[config.mk]
export PLATFORM = sky130hd
export DESIGN_NAME = serial_frame_arbiter
export DESIGN_NICKNAME = d
export VERILOG_FILES = /design/src/rtl/serial_frame_arbiter.sv
export SDC_FILE = /design/constraint.sdc
export NUM_CORES = 1
export LEC_CHECK = 0
export ABC_AREA = 1
export CAP_MARGIN = 20
export CORE_MARGIN = 8
export CORE_UTILIZATION = 48
export CTS_CLUSTER_SIZE = 28
export DETAILED_ROUTE_END_ITERATION = 8
export PLACE_DENSITY_LB_ADDON = 0.08
export SYNTH_ARGS = -nofsm -noshare
export SYNTH_HDL_FRONTEND = slang
export SYNTH_SLANG_ARGS = --single-unit
[constraint.sdc]
create_clock -name clk -period 1.68 [get_ports clk]
set_input_delay 0.504 -clock clk [delete_from_list [all_inputs] [get_ports clk]]
set_output_delay 0.504 -clock clk [all_outputs]
set_load 0.01 [all_outputs]
[src/rtl/serial_frame_arbiter.sv]
// ============================================================================
//  Module   : serial_frame_arbiter
//  Purpose  : Round-robin sharing of one serial Mealy engine among NREQ
//             requesters, one fixed-length frame per grant.
//  Revision : 1.0  initial release
// ============================================================================
`default_nettype none

module serial_frame_arbiter #(
    parameter int NREQ      = 4,
    parameter int FRAME_LEN = 8,
    parameter int CNT_W     = 3,
    parameter int ID_W      = 2
) (
    input  logic            clk,
    input  logic            rst_n,
    input  logic [NREQ-1:0] i_req,
    input  logic [NREQ-1:0] i_req_bit,
    output logic [NREQ-1:0] o_gnt,
    output logic            o_bit_take,
    output logic            o_eng_clr,
    output logic            o_eng_en,
    output logic            o_eng_in,
    input  logic            i_eng_out,
    output logic            o_res_valid,
    output logic            o_res_bit,
    output logic [ID_W-1:0] o_res_id,
    output logic            o_done,
    output logic            o_busy
);

    typedef enum logic [1:0] {
        S_IDLE   = 2'd0,
        S_CLEAR  = 2'd1,
        S_STREAM = 2'd2,
        S_DRAIN  = 2'd3
    } state_t;

    localparam logic [CNT_W-1:0] C_LAST   = CNT_W'(FRAME_LEN - 1);
    localparam logic [ID_W-1:0]  C_ID_MAX = ID_W'(NREQ - 1);

    state_t            r_state;
    state_t            w_state_nxt;
    logic [NREQ-1:0]   r_gnt;
    logic [ID_W-1:0]   r_res_id;
    logic [ID_W-1:0]   r_ptr;
    logic [CNT_W-1:0]  r_cnt;
    logic              r_res_valid;

    logic              w_found;
    logic [ID_W-1:0]   w_idx;
    logic [ID_W-1:0]   w_sel;
    logic [NREQ-1:0]   w_gnt_nxt;
    logic              w_stream;

    // First set request at or above the pointer, wrapping modulo NREQ.
    always_comb begin
        w_found   = 1'b0;
        w_idx     = '0;
        w_sel     = '0;
        w_gnt_nxt = '0;
        for (int i = 0; i < NREQ; i++) begin
            w_idx = ID_W'((int'(r_ptr) + i) % NREQ);
            if (!w_found && i_req[w_idx]) begin
                w_found = 1'b1;
                w_sel   = w_idx;
            end
        end
        w_gnt_nxt[w_sel] = w_found;
    end

    always_ff @(posedge clk or negedge rst_n) begin
        if (!rst_n) begin
            r_state <= S_IDLE;
        end else begin
            r_state <= w_state_nxt;
        end
    end

    always_comb begin
        w_state_nxt = r_state;
        w_stream    = 1'b0;
        o_eng_clr   = 1'b0;
        o_eng_en    = 1'b0;
        o_bit_take  = 1'b0;
        o_done      = 1'b0;
        o_busy      = 1'b1;
        unique case (r_state)
            S_IDLE: begin
                o_busy = 1'b0;
                if (|i_req) w_state_nxt = S_CLEAR;
            end
            S_CLEAR: begin
                o_eng_clr   = 1'b1;
                w_state_nxt = S_STREAM;
            end
            S_STREAM: begin
                w_stream   = 1'b1;
                o_eng_en   = 1'b1;
                o_bit_take = 1'b1;
                if (r_cnt == C_LAST) w_state_nxt = S_DRAIN;
            end
            S_DRAIN: begin
                o_done      = 1'b1;
                w_state_nxt = S_IDLE;
            end
            default: w_state_nxt = S_IDLE;
        endcase
    end

    always_ff @(posedge clk or negedge rst_n) begin
        if (!rst_n) begin
            r_gnt       <= '0;
            r_res_id    <= '0;
            r_ptr       <= '0;
            r_cnt       <= '0;
            r_res_valid <= 1'b0;
        end else begin
            // Engine output is registered, so each result trails its enable by one cycle.
            r_res_valid <= w_stream;
            unique case (r_state)
                S_IDLE: begin
                    if (|i_req) begin
                        r_gnt    <= w_gnt_nxt;
                        r_res_id <= w_sel;
                    end
                end
                S_CLEAR: r_cnt <= '0;
                S_STREAM: begin
                    if (r_cnt != C_LAST) r_cnt <= r_cnt + 1'b1;
                end
                S_DRAIN: begin
                    r_gnt <= '0;
                    r_ptr <= (r_res_id == C_ID_MAX) ? '0 : r_res_id + 1'b1;
                end
                default: ;
            endcase
        end
    end

    assign o_gnt       = r_gnt;
    assign o_res_id    = r_res_id;
    assign o_res_valid = r_res_valid;
    assign o_res_bit   = r_res_valid & i_eng_out;
    assign o_eng_in    = w_stream & i_req_bit[r_res_id];

endmodule

`default_nettype wire

== Word-level counts from Yosys, hierarchy flattened ==
Index checks and enable logic that the tools add are counted.
Cells by class
  $add $sub $neg: 5
  multipliers: 0
  divide/modulo/power cells: 0
  magnitude comparators: 7
  equality and inequality tests: 9
  shifts and indexed selects: 0
  muxes and demuxes: 32
  bitwise logic cells: 3
  reductions and logical operators: 15
Operators with widths (number)
  2-bit by 3-bit < comparator with 1-bit output (second input constant): 6
  1-bit 2-to-1 mux: 14
  2-bit 2-to-1 mux: 7
  1-bit binary-select mux with 2-bit select: 5
  2-bit case mux with 4 select lines: 1
  4-bit case mux with 2 select lines: 1
  2-bit AND reduction: 4
  2-bit equality test (second input constant): 3
  2-bit != test (second input constant): 3
  3-bit case mux with 2 select lines: 1
  2-bit by 1-bit adder with 2-bit output (second input constant): 2
  2-bit adder (second input constant): 2
  4-bit AND: 1
  1-bit logical AND: 4
  4-bit 2-to-1 mux: 1
  2-bit nonzero test: 2
  4-bit OR reduction: 1
  3-bit by 1-bit adder with 3-bit output (second input constant): 1
  3-bit equality test (second input constant): 1
  1-bit zero test: 3
  3-bit 2-to-1 mux: 1
  3-bit != test (second input constant): 1
  1-bit AND: 2
  1-bit demux with 2-bit select: 1
  other kinds (3): 3
Word-level totals
  flip-flop bits (word level): 14
  latch bits: 0
  memory bits (writable): 0
  ROM bits: 0
  input bits: 11
  output and inout port bits: 14
  logic and storage cells: 77
  memories kept: 0

== Longest topological paths before layout ==
  depth in word-level cells: 19
  gate-level depth with buffers: 11
  depth with buffers taken out: 11

== Least setup slack after synthesis ==
OpenSTA, ideal clock, no wires.
  kind: reg2out
  start: register r_state[0]
  end: output o_eng_in
  arrival: 1136 ps
  required time: 1176 ps
  path slack: 40 ps
  stages on the path, launching flop included: 4
  cell sequence: dfrtp_1 > inv_1 > ha_1 > a21boi_0
Between the ends
  word-level cells in the longest chain between the ends: 3
RTL lines
  start, declared: line 42  | state_t r_state;
  start signal, assigned: line 76  | r_state <= w_state_nxt;
  2-bit equality test
  1-bit 2-to-1 mux
  via o_bit_take: line 20  | output logic o_bit_take,
  1-bit AND: line 145  | assign o_eng_in = w_stream & i_req_bit[r_res_id];
  end, declared: line 23  | output logic o_eng_in,
The timed path passes the listed nets, and every way through them passes these cells.

== Final worst setup path ==
  start: register r_state[0]
  end: output o_eng_in
Between the ends
  word-level cells in the longest chain between the ends: 3
RTL lines
  2-bit equality test: line 88  | unique case (r_state)
  1-bit 2-to-1 mux: line 88
  1-bit AND: line 145
Every way passes these cells.

==> run metrics <==
Overall Power=between 3 and 4 mW; Longest Clk Path Bufs=2; Fill cells=approximately 150; global-route wire length before repair=4.13 mm; DR iter-0 viols=36; Area Growth Syn to Fin=56.2%; post-route ant nets=0; Setup CP Type=reg2out; pin count of the biggest net entering global routing=15; Layout Nets=209; total length of routed wires=approximately 2.7 mm; Site Rows=16; worst vdd ir=approximately 1.3 mV; top cells by area, synth=dfrtp_1 35%, nand2_1 16%, ha_1 8.8%; synthesized net count=between 150 and 200; Worst path slowest cell=dfrtp_1; ratio of cells with drive above 1 in the final layout=roughly two fifths; crit start category=flip-flop; Synth area leader=dfrtp_1; core area=~2000 sq um; Final Max Tran Viols=0; htree depth=1; CTS buffer count=3; status=complete, no violations; Slew HR=81.3%; Cell variety after synth=20; Post-Syn Area=~1000 sq um; CP Max Fanout=2; Bufs and invs on worst path=2; GRT Util Overall=~14%; clock root buffer=clkbuf_4; static leakage=0.893 nW; top cell family by delay on the critical path=flip-flops; Fin. Hold Viols=0; Syn Area/Cell=a little over 7 sq um; Starting Density=between 50% and 60%; Die ar.=roughly 3800 sq um; post-route DRC violation count=0; critical path data required time=between 1000 and 1500 ps; Seq/Total Area, Yosys=35.3%; Crit path largest cell delay=around 390 ps; highest clock rate=a little under 0.6 GHz; PwrDens=between 1500 and 2000 nW/um^2; signal arrival time at the worst endpoint=1170 ps; routed via count=between 1000 and 1500; CTS tree=yes; RSZ-0062 raised after global routing=yes; routed length per instance=~13 microns; number of buffers added on ports=24; GP Congestion=approximately 0.80; yosys warns=0; worst-margin pin slew=roughly 280 ps; flip-flop and latch count after synthesis=14; max-capacitance violation count=0; Num Clock Sinks=14; CTS clk-pin slew, worst paths=80 ps; Tmin final=1680 ps; chip width=around 61 microns; DP HPWL=1.89 mm; Vias/cell=just under 5; Worst-Skew Late Latency=~280 ps; chip height=approximately 60 microns; IO Pins=25; Final Setup Violations=0; worst hold path class=reg2reg; Post-CTS Hold Buffers=0; n_diodes=0; antenna violations before repair=0; clk_skew=approximately 4.3 ps; DRT Pass-1 Iters=4; post-synth top area share=35.3%; CP endpoint kind=output port; # placed instances=205; crit share post-route=99.9%; number of global-route vias before repair=around 1100; crit-path cells=inv_2 -> ha_4 -> a21boi_1 -> buf_2; synthesized instance count=~140; total gr overflow=0; Finished Layout Cells=between 200 and 250
## final timing paths
check                                start    endpoint  slack, ps  cells after the start
max in group asynchronous            rst_n    r_ptr[0]        960                      2
worst max-delay path            r_state[0]    o_eng_in          2                      4
worst min-delay path              o_gnt[3]    o_gnt[3]        480                      2
worst max register to register  r_state[1]  r_state[1]         40                      9
worst min register to register    o_gnt[3]    o_gnt[3]        480                      2
min in group asynchronous            rst_n    r_ptr[1]        540                      2
## cells in the mapped netlist
cell	instances
and2_2	1
nor2_2	1
o21ai_1	3
ha_1	7
buf_4	1
o21ai_0	9
nor2_1	9
nand3_1	10
dfrtp_1	14
inv_1	15
inv_2	4
a21oi_1	3
nand2_4	1
nand2_1	42
a21boi_0	1
clkinv_1	1
nand3_2	3
buf_6	1
nand4_1	3
nand2_2	10
## power by group
group          total, mW  leakage (nW)  internal (mW)  switching, mW
registers          0.639         0.176          0.489          0.150
clock network      0.186        0.0138         0.0830          0.102
logic               2.20         0.704           1.03           1.16
## metrics by stage
stage          setup TNS [ps]  utilization, %  area, sq um  hold slack [ps]  setup slack, ps
2_1_floorplan               0               -          992              208             39.8
3_3_place_gp            -2870            70.1         1380              459             -689
3_5_place_dp            -3290            70.1         1380              467             -710
4_1_cts                 -60.9            71.6         1400              487            -60.9
5_1_grt                  -195            79.0         1550              515            -67.1
6_report                    0            79.0         1550              485             1.91
## area by class of cell
| class | count | area (sq um) | area share (%) |
|---|---|---|---|
| inverter | 20 | 77.6 | 5.00 |
| timing repair buffer | 49 | 435 | 28.1 |
| multi-input combinational | 103 | 628 | 40.5 |
| tap | 27 | 33.8 | 2.18 |
| sequential | 14 | 353 | 22.8 |
| clock buffer | 3 | 22.5 | 1.45 |
## flip-flops by register name, indices dropped and copies added, names as in the netlist
| name | count |
|---|---|
| r_cnt | 3 |
| o_res_valid | 1 |
| o_res_id | 2 |
| o_gnt | 4 |
| r_state | 2 |
| r_ptr | 2 |
## cell families after synthesis
family | count (synthesis) | share of synthesized area [%]
flops | 14 | 35.3
buf+inv | 22 | 9.46
fa+ha+maj | 7 | 8.83
simple gates | 80 | 38.1
compound gates | 16 | 8.32
## tightest hold or removal path: stages, from the launching register on
cell     delay [ps]
dfrtp_1         350
nand2_1          50
nand2_1          50
## metal layers
layer  vias to the layer above  global-route usage [%]  routed length [microns]
met2                        16                    26.4                     1540
met5                         -                       0                        0
li1                        538                       -                        -
met1                       504                    15.0                     1050
met4                         0                    4.22                       33
met3                         4                    3.97                      105
## repair_timing
| item | in CTS | in global routing |
|---|---|---|
| cloned | 0 | 0 |
| pin swaps | 8 | 8 |
| resized for setup | 48 | 34 |
| endpoints found under the setup margin | 15 | 15 |
| setup buffers | 3 | 5 |
## layout by cell type (no fill, tap or decap), types with 4 or more instances in the layout
cell	instances
dlygate4sd2_1	9
inv_1	7
dfrtp_1	12
buf_4	22
nor2_1	8
nand3_1	7
nand2_1	39
inv_2	12
buf_6	7
o21ai_0	7
nand3_2	6
o21ai_1	5
nand2_2	13
ha_4	4
dlymetal6s2s_1	7
Note: power is estimated with default switching activity, not from simulation.
